$ cat src/rtl/ups_axi_pkg.sv
// Shared types and helpers for the UPS AXI4-Lite register slave.
// Contents: read/write FSM state enums, AXI response codes, and the
// strobe-masked byte merge function.
package ups_axi_pkg;

  typedef enum logic [1:0] {
    RD_IDLE,
    RD_DEC,
    RD_RESP
  } rd_state_t;

  typedef enum logic [2:0] {
    WR_IDLE,
    WR_HAVE_A,
    WR_HAVE_W,
    WR_COMMIT,
    WR_RESP
  } wr_state_t;

  localparam logic [1:0] AXI_RESP_OKAY   = 2'b00;
  localparam logic [1:0] AXI_RESP_SLVERR = 2'b10;

  // Replace each byte of old_word whose strobe bit is set with the byte of new_word.
  function automatic logic [31:0] strb_merge(input logic [31:0] old_word,
                                             input logic [31:0] new_word,
                                             input logic [3:0]  strb);
    logic [31:0] m;
    m = old_word;
    for (int b = 0; b < 4; b++) begin
      if (strb[b]) m[8*b +: 8] = new_word[8*b +: 8];
    end
    return m;
  endfunction

endpackage

$ cat src/rtl/ups_axi_strb_merge.sv
// Combinational 32-bit byte merge under a 4-bit strobe.
// Ports: old_word (current value), new_word (write data), strb (byte enables),
//        merged (result).
module ups_axi_strb_merge
  import ups_axi_pkg::*;
(
  input  logic [31:0] old_word,
  input  logic [31:0] new_word,
  input  logic [3:0]  strb,
  output logic [31:0] merged
);

  assign merged = strb_merge(old_word, new_word, strb);

endmodule

$ cat src/rtl/ups_axi_regs.sv
// AXI4-Lite register slave: NW read/write control registers followed by NS
// status registers in the word address map, with byte strobes, independent
// AW/W acceptance, SLVERR on unmapped words and per-register write pulses.
// Ports: clk, rst (sync, active-high); data (NW x 32 control contents, flat);
//        dv (one-cycle write pulse per control register); status (NS x 32, flat);
//        ca4l_* AXI4-Lite slave channels AR/R/AW/W/B.
// Build option: UPS_AXI_REGS_W1C_EN makes status registers sticky and
// write-one-to-clear; otherwise they are registered read-only pass-through.
module ups_axi_regs
  import ups_axi_pkg::*;
#(
  parameter int unsigned NW = 16,
  parameter int unsigned NS = 4,
  parameter int unsigned AW = 9
) (
  input  logic             clk,
  input  logic             rst,
  output logic [32*NW-1:0] data,
  output logic [NW-1:0]    dv,
  input  logic [32*NS-1:0] status,
  input  logic [31:0]      ca4l_araddr,
  input  logic             ca4l_arvalid,
  output logic             ca4l_arready,
  output logic [31:0]      ca4l_rdata,
  output logic [1:0]       ca4l_rresp,
  output logic             ca4l_rvalid,
  input  logic             ca4l_rready,
  input  logic [31:0]      ca4l_awaddr,
  input  logic             ca4l_awvalid,
  output logic             ca4l_awready,
  input  logic [31:0]      ca4l_wdata,
  input  logic [3:0]       ca4l_wstrb,
  input  logic             ca4l_wvalid,
  output logic             ca4l_wready,
  output logic [1:0]       ca4l_bresp,
  output logic             ca4l_bvalid,
  input  logic             ca4l_bready
);

  localparam int unsigned IW = AW - 2;
  localparam int unsigned CW = (NW > 1) ? $clog2(NW) : 1;
  localparam int unsigned SW = (NS > 1) ? $clog2(NS) : 1;

  logic [31:0] data_q [NW];
  logic [31:0] stat_q [NS];
  logic [NW-1:0] dv_q;

  // Address bits outside the word index are intentionally ignored.
  logic unused_addr_bits;
  assign unused_addr_bits = ^{ca4l_araddr[31:AW], ca4l_araddr[1:0],
                              ca4l_awaddr[31:AW], ca4l_awaddr[1:0]};

  for (genvar i = 0; i < NW; i++) begin : g_data
    assign data[32*i +: 32] = data_q[i];
  end
  assign dv = dv_q;

  // ---------------- read side ----------------
  rd_state_t   rd_state, rd_next;
  logic        arready_d, rvalid_d;
  logic [IW-1:0] rd_idx;
  logic [31:0] rd_sel;
  logic [1:0]  rd_resp;
  logic        ar_hs;

  assign ar_hs = ca4l_arvalid && ca4l_arready;

  always_comb begin
    rd_next = rd_state;
    case (rd_state)
      RD_IDLE: if (ar_hs) rd_next = RD_DEC;
      RD_DEC:  rd_next = RD_RESP;
      RD_RESP: if (ca4l_rvalid && ca4l_rready) rd_next = RD_IDLE;
      default: rd_next = RD_IDLE;
    endcase
    arready_d = (rd_next == RD_IDLE);
    rvalid_d  = (rd_next == RD_RESP);
  end

  // Read mux: control, status or unmapped.
  always_comb begin
    rd_sel  = '0;
    rd_resp = AXI_RESP_SLVERR;
    if (32'(rd_idx) < NW) begin
      rd_sel  = data_q[CW'(rd_idx)];
      rd_resp = AXI_RESP_OKAY;
    end else if (32'(rd_idx) < NW + NS) begin
      rd_sel  = stat_q[SW'(32'(rd_idx) - NW)];
      rd_resp = AXI_RESP_OKAY;
    end
  end

  always_ff @(posedge clk) begin
    if (rst) begin
      rd_state     <= RD_IDLE;
      ca4l_arready <= 1'b0;
      ca4l_rvalid  <= 1'b0;
      ca4l_rdata   <= '0;
      ca4l_rresp   <= '0;
      rd_idx       <= '0;
    end else begin
      rd_state     <= rd_next;
      ca4l_arready <= arready_d;
      ca4l_rvalid  <= rvalid_d;
      if (ar_hs) rd_idx <= ca4l_araddr[AW-1:2];
      // Decoded once; held stable through any rready backpressure.
      if (rd_state == RD_DEC) begin
        ca4l_rdata <= rd_sel;
        ca4l_rresp <= rd_resp;
      end
    end
  end

  // ---------------- write side ----------------
  wr_state_t   wr_state, wr_next;
  logic        awready_d, wready_d, bvalid_d;
  logic        aw_hs, w_hs, commit;
  logic [IW-1:0] wr_idx;
  logic [31:0] wr_data;
  logic [3:0]  wr_strb;
  logic        wr_is_ctrl;
  logic [1:0]  wr_resp;
  logic [31:0] ctrl_merged;

  assign aw_hs      = ca4l_awvalid && ca4l_awready;
  assign w_hs       = ca4l_wvalid && ca4l_wready;
  assign commit     = (wr_state == WR_COMMIT);
  assign wr_is_ctrl = (32'(wr_idx) < NW);

  always_comb begin
    wr_next = wr_state;
    case (wr_state)
      WR_IDLE: begin
        if (aw_hs && w_hs) wr_next = WR_COMMIT;
        else if (aw_hs)    wr_next = WR_HAVE_A;
        else if (w_hs)     wr_next = WR_HAVE_W;
      end
      WR_HAVE_A: if (w_hs)  wr_next = WR_COMMIT;
      WR_HAVE_W: if (aw_hs) wr_next = WR_COMMIT;
      WR_COMMIT: wr_next = WR_RESP;
      WR_RESP:   if (ca4l_bvalid && ca4l_bready) wr_next = WR_IDLE;
      default:   wr_next = WR_IDLE;
    endcase
    awready_d = (wr_next == WR_IDLE) || (wr_next == WR_HAVE_W);
    wready_d  = (wr_next == WR_IDLE) || (wr_next == WR_HAVE_A);
    bvalid_d  = (wr_next == WR_RESP);
  end

`ifdef UPS_AXI_REGS_W1C_EN
  logic          wr_is_stat;
  logic [SW-1:0] wr_sidx;
  logic [31:0]   clr;
  assign wr_is_stat = !wr_is_ctrl && (32'(wr_idx) < NW + NS);
  assign wr_sidx    = SW'(32'(wr_idx) - NW);

  ups_axi_strb_merge u_clr_merge (
    .old_word (32'h0),
    .new_word (wr_data),
    .strb     (wr_strb),
    .merged   (clr)
  );

  always_comb begin
    wr_resp = AXI_RESP_SLVERR;
    if (wr_is_ctrl || wr_is_stat) wr_resp = AXI_RESP_OKAY;
  end

  // Sticky status: a set arriving in the same cycle as a clear survives.
  always_ff @(posedge clk) begin
    if (rst) begin
      for (int i = 0; i < NS; i++) stat_q[i] <= '0;
    end else begin
      for (int i = 0; i < NS; i++) begin
        if (commit && wr_is_stat && (wr_sidx == SW'(i)))
          stat_q[i] <= (stat_q[i] & ~clr) | status[32*i +: 32];
        else
          stat_q[i] <= stat_q[i] | status[32*i +: 32];
      end
    end
  end
`else
  always_comb begin
    wr_resp = AXI_RESP_SLVERR;
    if (wr_is_ctrl) wr_resp = AXI_RESP_OKAY;
  end

  // One-stage registered pass-through of the status inputs.
  always_ff @(posedge clk) begin
    if (rst) begin
      for (int i = 0; i < NS; i++) stat_q[i] <= '0;
    end else begin
      for (int i = 0; i < NS; i++) stat_q[i] <= status[32*i +: 32];
    end
  end
`endif

  ups_axi_strb_merge u_ctrl_merge (
    .old_word (data_q[CW'(wr_idx)]),
    .new_word (wr_data),
    .strb     (wr_strb),
    .merged   (ctrl_merged)
  );

  always_ff @(posedge clk) begin
    if (rst) begin
      wr_state     <= WR_IDLE;
      ca4l_awready <= 1'b0;
      ca4l_wready  <= 1'b0;
      ca4l_bvalid  <= 1'b0;
      ca4l_bresp   <= '0;
      wr_idx       <= '0;
      wr_data      <= '0;
      wr_strb      <= '0;
    end else begin
      wr_state     <= wr_next;
      ca4l_awready <= awready_d;
      ca4l_wready  <= wready_d;
      ca4l_bvalid  <= bvalid_d;
      if (aw_hs) wr_idx <= ca4l_awaddr[AW-1:2];
      if (w_hs) begin
        wr_data <= ca4l_wdata;
        wr_strb <= ca4l_wstrb;
      end
      if (commit) ca4l_bresp <= wr_resp;
    end
  end

  // Control registers and their write pulses; a zero strobe still pulses dv.
  always_ff @(posedge clk) begin
    if (rst) begin
      for (int i = 0; i < NW; i++) data_q[i] <= '0;
      dv_q <= '0;
    end else begin
      dv_q <= '0;
      if (commit && wr_is_ctrl) begin
        data_q[CW'(wr_idx)] <= ctrl_merged;
        dv_q[CW'(wr_idx)]   <= 1'b1;
      end
    end
  end

endmodule

$ cat config.mk
export PLATFORM = sky130hd
export DESIGN_NAME = ups_axi_regs
export DESIGN_NICKNAME = d
export VERILOG_FILES = /design/src/rtl/ups_axi_pkg.sv /design/src/rtl/ups_axi_strb_merge.sv /design/src/rtl/ups_axi_regs.sv
export SDC_FILE = /design/constraint.sdc
export NUM_CORES = 1
export LEC_CHECK = 0
export BUFFER_PORTS_ARGS = -buffer_cell sky130_fd_sc_hd__buf_2
export CORE_AREA = 2 2 312 314
export DETAILED_ROUTE_END_ITERATION = 16
export DIE_AREA = 0 0 314 316
export GPL_ROUTABILITY_DRIVEN = 0
export PLACE_DENSITY_LB_ADDON = 0.05
export SYNTH_ARGS = -nofsm -noshare
export SYNTH_HDL_FRONTEND = slang
export SYNTH_SLANG_ARGS = --single-unit
$ cat constraint.sdc
create_clock -name clk -period 2.75 [get_ports clk]
set_input_delay 0.1375 -clock clk [delete_from_list [all_inputs] [get_ports clk]]
set_output_delay 0.1375 -clock clk [all_outputs]
set_load 0.01 [all_outputs]
==> metrics.txt <==
fraction of final layout cells sized beyond drive strength 1 32.64%; worst-case reg-to-reg path depth 5; die width 314 µm; fraction of the core area covered by cells at the end of the flow 43.98%; Mapped Cells 2447; sequential cell area in the final layout 20230 µm²; worst min-delay path startpoint rst; number of antenna violations at the first check in global routing 6; initial standard-cell utilization of the core 33.27%; final routed wirelength across all metal layers approximately 130000 µm; CTS H-tree lvls 3; multiplexer share of the synthesized area a little over a tenth; PortBufs roughly 750; Async S/R FF share, synth 0%; reg-to-reg slack, setup ~0.17 ns; Clk Tree Root Cell clkbuf_16; number of instances on the worst hold path 3; CTS tree yes; unrepaired setup endpoints after global routing false; clock transition at the registers of the reported paths around 0.06 ns; P&R area growth vs syn 32.18%; basic-gate share of the synthesized area counting and, or, nand and nor cells around 18%; synthesized-area fraction occupied by adder cells 0%; beginning of the critical path wr_state[2]; All-Layer GR Usage 25.66%; floorplan core area 95990 µm²; area of combinational cells with multiple inputs 10990 µm²; Die Span Y 316 µm; max-cap violations 0; number of synthesis warnings 0; DIE AREA 99220 µm²; CTS Buf Count 87; top achievable clock speed 0.3881 GHz; Initial DRC Count approximately 2000; via count of the first global-routing pass about 24000; vias per cell ~5.0; final clock skew 0.01985 ns; Hold Violations, Final 0; peak ir drop on the vdd network 0.0004167 V; dpl hpwl 97760 µm; Post-synth EDFFs roughly 510; flip-flop and latch count after synthesis roughly 750; fraction of the mapped netlist area in compound gates 5.195%; Commonest cells post-synth 516 x and2_1, 512 x edfxtp_1, 242 x dfxtp_1, 154 x nand2_1, 133 x nor2b_1; most repeated cell in the gate-level netlist after synthesis and2_1; Final #Nets 3610; Max-slew headroom between 10% and 20%; instance count after placement with tap cells included 4367; run status finished clean; Post-Synth XOR/XNOR Area 0%; DRT Pass-1 Iters 6; global-route wire length before repair ~180000 µm; worst setup path category register to register; clock sink count about 750; total number of placement rows 114; number of hold-repair buffers added at the cts stage ~200; total negative slack 0 ns; wire length per cell 27.69 µm; per-instance average area after synthesis 13.05 µm²; number of gates resized after CTS 0; # IOs around 800; Leakage 16.79 nW; clock network latency to the later pin of the worst-skew pair about 0.67 ns; combinational family with the most area after synthesis simple AND/OR/NAND/NOR gates; area share of the largest cell type after synthesis between 40% and 50%; post-synthesis cell type with the largest combined area edfxtp_1; maximum clock path buffer count 3; data arrival time of the critical path around 2.9 ns; remaining global-route overflow 0; launching element type of the critical path register; biggest area contributors in the synthesized netlist edfxtp_1 48%, dfxtp_1 15%, and2_1 10%; Final Max Tran Viols 0; worst-margin pin slew approximately 1.3 ns; least setup slack across all paths after layout around 0.17 ns; count of buffers added by post-CTS timing repair for setup 0; Final Non-Filler Cells 4730; routed via count 23800; Critical Path RT 3.08 ns; residual antenna-violating net count after detailed routing 0; Pwr Density ~660 nW/µm²; setup violators final 0; CP max FO 10; maximum number of pins on one net before global-route repair 178; Tightest Hold Check Type input pin to register; Post-route DRC 0; Tcrit/Tclk final 93.69%; endpoint class of the critical path register; number of distinct library cells after synthesis 41; ys flop type edfxtp_1; worst-case setup slack after placement 0.2661 ns; critical register-to-register path startpoint wr_state[2]; number of filler instances in the final layout 9088; cell area after synthesis about 32000 µm²; sequential area share after synthesis 63.31%; minimum clock period 2.577 ns
## final cells by class
class,instances,area share (%)
flip-flops and latches,754,47.92
multi-input cells,1503,26.04
repair buffers,996,14.77
clock buffers,125,6.105
well taps,1276,3.782
clock inverters,39,1.073
inverters,33,0.2934
diodes,4,0.02371
## flip-flops by register name (all words and copies together), names as in the netlist, named ones only
signal        cells
ca4l_awready      1
ca4l_arready      1
wr_state          3
stat_q          128
rd_state          2
ca4l_bvalid       1
ca4l_rdata       32
data_q          512
rd_idx            7
wr_data          32
wr_strb           4
ca4l_wready       1
dv               16
ca4l_rvalid       1
wr_idx            7
ca4l_rresp        1
ca4l_bresp        1
## metrics by stage
step	hold WS, ns	instance area (µm²)	power [mW]
final	0.01918	42220	27.73
after global routing	0.07074	42210	28.57
after CTS	0.01668	42210	27.99
after detailed placement	0.3498	37220	15.51
after global placement	0.3471	37220	15.49
after floorplan	0.2657	31940	14.18
## power breakdown
group / internal, mW / leakage [nW] / total, mW / switching [mW]
combinational: 1.02 / 8.02 / 2.43 / 1.41
clock: 7.31 / 1.49 / 12.2 / 4.93
sequential: 12.5 / 7.28 / 13.1 / 0.513
## cells in the final DEF, fill, tap and decap left out, types with 25 or more instances in the layout
cell type      count
dfxtp_1          239
o211ai_1          32
nor2_1            86
edfxtp_1         512
and2_1           514
buf_2            750
inv_1             32
mux2i_1          128
a21oi_1          126
nand2_1          153
o2111ai_1         64
nand3_1           40
or2_2             64
clkbuf_16         93
mux4_2            96
buf_4             39
a22oi_1           25
nor2b_1          131
dlygate4sd3_1    195
## metal layers
layer,GRT usage [%],up-vias,wire length (µm)
met5,0,-,51
met4,7.634,8,3865
met3,5.208,197,8266
met2,43.12,964,63840
met1,33.46,12030,54940
li1,-,10600,-
## cell families (layout without fill, tap and decap cells)
group	Yosys count	in the layout
AOI/OAI and AO/OA	253	253
buffers and inverters	191	1193
DFF	754	754
muxes	226	226
other	1	6
and+or+nand+nor	1022	1022
## critical path, stage by stage (launching register included)
cell and delay, ns:
dfxtp_1 0.35, and3b_1 0.42, nand4_1 0.20, buf_4 0.26, nor2_1 0.58, or2_2 0.41
## final timing paths
| path | to |
|---|---|
| worst max-delay path | data_q[13][3] |
| worst min-delay path | stat_q[1][0] |
| worst max register to register | data_q[13][3] |
| worst min register to register | wr_idx[6] |
Power figures use the tool's default switching activity.
